`src/rtl/alu_req_arbiter.sv`:
```
// Two-requester arbiter/sequencer sharing one combinational 4-bit signed ALU.
// Optional response overflow flag (port rsp_ovf_o) is built when ALU_OVF_FLAG_EN is defined.
module alu_req_arbiter #(
    parameter int EXEC_CYCLES   = 1,
    parameter int PRIORITY_MODE = 0
) (
    input  logic       clk,
    input  logic       rst_n,
    input  logic       req0_valid_i,
    output logic       req0_ready_o,
    input  logic [3:0] req0_a_i,
    input  logic [3:0] req0_b_i,
    input  logic [2:0] req0_op_i,
    input  logic       req1_valid_i,
    output logic       req1_ready_o,
    input  logic [3:0] req1_a_i,
    input  logic [3:0] req1_b_i,
    input  logic [2:0] req1_op_i,
    output logic       rsp_valid_o,
    input  logic       rsp_ready_i,
    output logic [7:0] rsp_data_o,
    output logic       rsp_id_o,
`ifdef ALU_OVF_FLAG_EN
    output logic       rsp_ovf_o,
`endif
    output logic [3:0] alu_a_o,
    output logic [3:0] alu_b_o,
    output logic [2:0] alu_op_o,
    input  logic [7:0] alu_res_i,
    output logic       busy_o
);

    typedef enum logic [1:0] {
        S_IDLE = 2'd0,
        S_EXEC = 2'd1,
        S_RESP = 2'd2
    } state_t;

    localparam logic [3:0] LP_CNT_LOAD = 4'(EXEC_CYCLES - 1);

    generate
        if (EXEC_CYCLES < 1 || EXEC_CYCLES > 15) begin : g_bad_exec_cycles
            $error("alu_req_arbiter: EXEC_CYCLES must be in 1..15");
        end
    endgenerate

    // Handshakes: a request transfers on a rising edge where reqN_valid_i && reqN_ready_o;
    // a response transfers on a rising edge where rsp_valid_o && rsp_ready_i.
    state_t     r_state;
    logic [3:0] r_cnt;
    logic       r_last_grant;
    logic       r_gnt_id;
    logic [3:0] r_alu_a;
    logic [3:0] r_alu_b;
    logic [2:0] r_alu_op;
    logic [7:0] r_rsp_data;
    logic       r_rsp_id;
    logic       r_rsp_valid;
    logic       r_busy;

    logic       w_idle;
    logic       w_pick1;
    logic       w_gnt0;
    logic       w_gnt1;

    assign w_idle  = (r_state == S_IDLE);
    // On a tie, round-robin hands the grant to whoever did not get it last time.
    assign w_pick1 = req1_valid_i &&
                     (!req0_valid_i || ((PRIORITY_MODE == 0) && !r_last_grant));
    assign w_gnt0  = w_idle && req0_valid_i && !w_pick1;
    assign w_gnt1  = w_idle && w_pick1;

    assign req0_ready_o = w_gnt0;
    assign req1_ready_o = w_gnt1;

`ifdef ALU_OVF_FLAG_EN
    logic w_ovf;
    logic r_ovf;

    // Signed overflow judged from the latched operands and the 4-bit result sign.
    always_comb begin
        w_ovf = 1'b0;
        case (r_alu_op)
            3'd4:    w_ovf = (r_alu_a[3] == r_alu_b[3]) && (alu_res_i[3] != r_alu_a[3]);
            3'd5:    w_ovf = (r_alu_a[3] != r_alu_b[3]) && (alu_res_i[3] != r_alu_a[3]);
            3'd6:    w_ovf = (r_alu_a == 4'b1000);
            default: w_ovf = 1'b0;
        endcase
    end

    assign rsp_ovf_o = r_ovf;
`endif

    always_ff @(posedge clk or negedge rst_n) begin
        if (!rst_n) begin
            r_state      <= S_IDLE;
            r_cnt        <= 4'd0;
            r_last_grant <= 1'b1;
            r_gnt_id     <= 1'b0;
            r_alu_a      <= 4'd0;
            r_alu_b      <= 4'd0;
            r_alu_op     <= 3'd0;
            r_rsp_data   <= 8'd0;
            r_rsp_id     <= 1'b0;
            r_rsp_valid  <= 1'b0;
            r_busy       <= 1'b0;
`ifdef ALU_OVF_FLAG_EN
            r_ovf        <= 1'b0;
`endif
        end else begin
            case (r_state)
                S_IDLE: begin
                    if (w_gnt0 || w_gnt1) begin
                        r_alu_a      <= w_gnt1 ? req1_a_i  : req0_a_i;
                        r_alu_b      <= w_gnt1 ? req1_b_i  : req0_b_i;
                        r_alu_op     <= w_gnt1 ? req1_op_i : req0_op_i;
                        r_gnt_id     <= w_gnt1;
                        r_last_grant <= w_gnt1;
                        r_cnt        <= LP_CNT_LOAD;
                        r_busy       <= 1'b1;
                        r_state      <= S_EXEC;
                    end
                end
                S_EXEC: begin
                    if (r_cnt == 4'd0) begin
                        r_rsp_data  <= alu_res_i;
                        r_rsp_id    <= r_gnt_id;
`ifdef ALU_OVF_FLAG_EN
                        r_ovf       <= w_ovf;
`endif
                        r_rsp_valid <= 1'b1;
                        r_state     <= S_RESP;
                    end else begin
                        r_cnt <= r_cnt - 4'd1;
                    end
                end
                S_RESP: begin
                    if (rsp_ready_i) begin
                        r_rsp_valid <= 1'b0;
                        r_busy      <= 1'b0;
                        r_state     <= S_IDLE;
                    end
                end
                default: begin
                    r_rsp_valid <= 1'b0;
                    r_busy      <= 1'b0;
                    r_state     <= S_IDLE;
                end
            endcase
        end
    end

    assign alu_a_o     = r_alu_a;
    assign alu_b_o     = r_alu_b;
    assign alu_op_o    = r_alu_op;
    assign rsp_valid_o = r_rsp_valid;
    assign rsp_data_o  = r_rsp_data;
    assign rsp_id_o    = r_rsp_id;
    assign busy_o      = r_busy;

endmodule
```
`config.mk`:
```
export PLATFORM = sky130hd
export DESIGN_NAME = alu_req_arbiter
export DESIGN_NICKNAME = d
export VERILOG_FILES = /design/src/rtl/alu_req_arbiter.sv
export SDC_FILE = /design/constraint.sdc
export NUM_CORES = 1
export LEC_CHECK = 0
export BUFFER_PORTS_ARGS = -buffer_cell sky130_fd_sc_hd__buf_4
export CAP_MARGIN = 20
export CELL_PAD_IN_SITES_DETAIL_PLACEMENT = 1
export CELL_PAD_IN_SITES_GLOBAL_PLACEMENT = 1
export CORE_MARGIN = 10
export CORE_UTILIZATION = 35
export CTS_BUF_LIST = sky130_fd_sc_hd__clkbuf_16
export DETAILED_ROUTE_END_ITERATION = 10
export GPL_TIMING_DRIVEN = 0
export PLACE_DENSITY = 0.85
export RECOVER_POWER = 25
export SLEW_MARGIN = 10
export SYNTH_ARGS = -nofsm -noshare
export SYNTH_HDL_FRONTEND = slang
export SYNTH_SLANG_ARGS = --single-unit
```
`constraint.sdc`:
```
create_clock -name clk -period 1.95 [get_ports clk]
set_input_delay 0.585 -clock clk [delete_from_list [all_inputs] [get_ports clk]]
set_output_delay 0.585 -clock clk [all_outputs]
set_load 0.005 [all_outputs]
```
# --- Word level (Yosys, flattened, before mapping) ---
# Index checks and enable logic that the tools add are counted.
classes:
  muxes: 15
  shift: 0
  div: 0
  n_reduce_logical: 18
  n_mul: 0
  n_addsub: 1
  eq_ne: 6
  magnitude_cmp: 0
  n_bitwise: 2
op_table:
  columns: ["operator", "count"]
  rows:
  - ["4-bit two-way mux", 4]
  - ["3-bit AND reduction", 4]
  - ["4-bit one-hot mux with 2 select lines", 1]
  - ["2-bit two-way mux", 3]
  - ["2-bit inequality test (second input constant)", 3]
  - ["1-bit one-hot mux with 3 select lines", 2]
  - ["2-bit one-hot mux with 3 select lines", 1]
  - ["1-bit logical AND", 4]
  - ["4-bit zero test", 1]
  - ["2-bit AND reduction", 2]
  - ["4-bit by 1-bit subtractor with 4-bit output (second input constant)", 1]
  - ["1-bit zero test", 3]
  - ["1-bit two-way mux", 3]
  - ["3-bit two-way mux", 1]
  - ["2-bit by 1-bit equality test with 1-bit output (second input constant)", 1]
  - ["2-bit equality test (second input constant)", 1]
  - ["2-bit zero test", 1]
  - ["1-bit logical OR", 2]
  - ["2-bit by 1-bit inequality test with 1-bit output (second input constant)", 1]
  - ["1-bit inverter", 2]
  - ["2-bit nonzero test", 1]
totals:
  wordCells: 53
  ff_bits: 30
  n_memories: 0
  mem_bits_rw: 0
  latchBits: 0
  output_inout_bits: 24
  mem_bits_ro: 0

# --- Logic depth before layout (Yosys ltp) ---
logic_depth:
  depth_word: 8
  mapped_depth: 6
  ltp_nobuf: 6

# --- Worst setup path after synthesis ---
# Ideal clock, no wire load.
synth_path:
  path_kind: "reg-to-output"
  startpoint: "register r_state[0]"
  endpoint: "output port req1_ready_o"
  setup_slack_ps: 347
  t_required_ps: 1365
  stages_incl_launch_ff: 5
  arrival_ps: 1018
  cell_sequence: "dfrtp_1 nor2_2 nand2_1 a21oi_2 buf_2"
synth_via:
  elab_chain_len: 2
synth_rtl:
  columns: ["item", "line_no", "text"]
  rows:
  - ["start, declared", "49", "state_t r_state;"]
  - ["start signal, assigned", "96", "r_state <= S_IDLE;"]
  - ["start signal, assigned", "121", "r_state <= S_EXEC;"]
  - ["start signal, assigned", "132", "r_state <= S_RESP;"]
  - ["2-bit zero test", "66", "assign w_idle = (r_state == S_IDLE);"]
  - ["1-bit logical AND", "71", "assign w_gnt1 = w_idle && w_pick1;"]
  - ["end, declared", "15", "output logic req1_ready_o,"]
# No other way between the ends.

# --- Final worst setup path ---
# Same ends and word-level chain as after synthesis.

==> out/results.txt <==
outcome -> finished clean
Tot Pwr -> 3340 uW
via count -> 1118
Die X -> 80.9 um
Die ar. -> 6550 sq um
Num CTS Buffers -> 5
Final period util -> 97.6%
Worst Hold Class -> primary input to async pin
GRT Util Overall -> 12.8%
delay of the slowest critical-path stage -> 0.45 ns
cells along the critical path -> nor2_4 -> nand2_2 -> a21oi_2 -> buf_6 -> buf_6
Crit path max-delay family -> flip-flops
antenna violations before repair -> 0
core footprint -> 3630 sq um
Leak -> 0.00106 uW
Buf+Inv Stages, Crit Path -> 2
Fmax achieved -> 526 MHz
Vias per Instance -> 4.97
total clock sinks -> 30
final slew viol count -> 0
share of layout cells above drive strength 1 -> 48.0%
Clk Latency, worst-skew pair -> 0.27 ns
Layout Area Growth over Synthesis -> 53.9%
crit path max fanout -> 6
DR WL/cell -> 18.2 um
Synth Register Bits -> 30
die height -> 80.9 um
IO Port Bufs -> 58
First-pass DRT Iterations -> 4
# setup viols final -> 0
post-synth cell types -> 26
CP Capture Type -> primary output
pre-CTS setup slack -> -0.0242 ns
Routed WL -> 4090 um
Crit Path Category -> register to primary output
hold_ws -> 0.375 ns
CP arrival -> 1.32 ns
first-pass GRT wire length -> 6400 um
Avg Inst Size Synth -> 12.5 sq um
CTS tree -> built
gr busiest metal -> met2
Mapped Area -> 1300 sq um
GR Overflow Total -> 0
diodes inserted -> 0
crit start category -> register
Iter 0 DRT Violations -> 74
Clock Path Buffers -> 2
fin crit period -> 1.90 ns
final routed DRC violation total -> 0
worst r2r path cells -> 5
vias in the first global route -> 1247
Hold-fix buffers, CTS -> 0
WP depth -> 5
Detail Route Antenna Nets -> 0
H-tree depth -> 2
Synth Warn # -> 0
I/O pin total -> 59
met2 Resource Use GR -> 23.7%
largest net degree at the start of global routing -> 31
fin nets -> 212
Post-Syn Nets -> 140
DP HPWL -> 3050 um
WP data required -> 1.36 ns
Top cell by count, worst path -> buf_6
setup ws final -> 0.0473 ns
final hold violation count -> 0
Seq/Total Area, Yosys -> 57.9%
GR Util met3 -> 4.86%
Max Cap Violations -> 0
routability cong. -> 0.752
Root Buffer -> clkbuf_16
Pwr Density -> 1670 nW/um^2
peak supply drop -> 871 uV
slew at the pin with the worst max-slew slack -> 0.754 ns
Syn Inst Count -> 104
Starting Density -> 35.7%
GR Layer Usage met1 -> 12.9%
Slowest cell on crit path -> dfrtp_2
site row count -> 22
Slew headroom -> 49.7%
clock skew -> 0.00545 ns
Clock transition at path regs -> 0.05 ns
## report_power, final
group	leakage (uW)	switching (uW)	total (uW)	internal, uW
Sequential	0.000360	204	1150	945
Combinational	0.000630	641	1480	839
Clock	0.0000724	248	707	459
Total	0.00106	1090	3340	2240
## stage by stage
step	util, %	area [sq um]	setup TNS, ns	instances
2_1_floorplan	-	1300	0	104
3_3_place_gp	49.4	1790	0	210
3_5_place_dp	49.4	1790	-0.0242	210
4_1_cts	53.4	1940	-0.0403	218
5_1_grt	55.0	2000	-0.0317	225
6_report	55.0	2000	0	225
## cell usage in the layout (no fill, tap or decap), types with 2 or more instances in the layout
cell type and n:
a22o_1 11, dfrtp_2 2, nand2_1 7, a21o_1 14, nor2b_1 2, nor2_1 3
buf_6 3, clkbuf_16 5, inv_1 3, buf_4 64, nand2b_1 2, nand3_1 2
dfrtp_1 27, o21ai_0 5, mux2_1 9
## state kept, by name, summed over array words and instances, names as in the netlist
register      count
alu_a_o           4
alu_b_o           4
alu_op_o          3
busy_o            1
r_cnt             4
r_gnt_id          1
r_last_grant      1
r_state           2
rsp_data_o        8
rsp_id_o          1
rsp_valid_o       1
## final cells by class
type                       count  area, sq um
fill                         409         1640
sequential                    30          754
multi-input combinational     68          514
timing repair buffer          66          497
clock buffer                   5          125
tap                           48         60.1
buffer                         3         27.5
clock inverter                 3         12.5
inverter                       2         7.51
## repair_timing
item | in CTS | in global routing
setup buffers | 1 | 7
pin swaps | 0 | 3
resized for setup | 4 | 3
setup endpoints to repair | 2 | 2
## metal layers
layer	part of all wire, %	wire [um]	vias up
li1	-	-	522
met4	0.66	27	0
met3	4.1	168	4
met1	36	1460	566
met5	0	0	-
met2	60	2440	26
## kinds of logic (layout without fill, tap and decap cells)
group | after synthesis | count (layout) | share of synthesized area (%)
buffers and inverters | 6 | 79 | 3.08
adder cells (fa/ha/maj) | 1 | 1 | 0.963
flip-flops | 30 | 30 | 57.9
AND/OR/NAND/NOR | 23 | 23 | 9.63
multiplexers | 9 | 9 | 7.80
AO/OA/AOI/OAI | 35 | 35 | 20.6
## synthesized netlist by cell type (all sizes together)
library cell / number / share of area [%]
dfrtp: 29 / 56
a21o: 14 / 8.1
a22o: 11 / 7.4
mux2: 9 / 7.8
nand2: 8 / 2.3
o21ai: 6 / 2.6
buf: 4 / 2.5
nor2: 4 / 1.3
nand2b: 3 / 1.6
and3: 2 / 1.3
inv: 2 / 0.58
nand3: 2 / 0.77
nor2b: 2 / 0.96
a21oi: 1 / 0.67
a31oi: 1 / 0.48
a32oi: 1 / 0.67
dfstp: 1 / 2.0
ha: 1 / 0.96
nor3: 1 / 0.77
o41ai: 1 / 0.67
or3: 1 / 0.48
## final timing paths
check	from	end	slack, ns
min	rst_n	rsp_data_o[5]	0.38
max	r_state[0]	req1_ready_o	0.05
max in group asynchronous	rst_n	r_state[1]	1.05
min reg2reg	r_gnt_id	r_gnt_id	0.47
min in group clk	r_gnt_id	r_gnt_id	0.47
max reg2reg	r_state[1]	rsp_data_o[3]	0.23
Note: power is estimated with default switching activity, not from simulation.
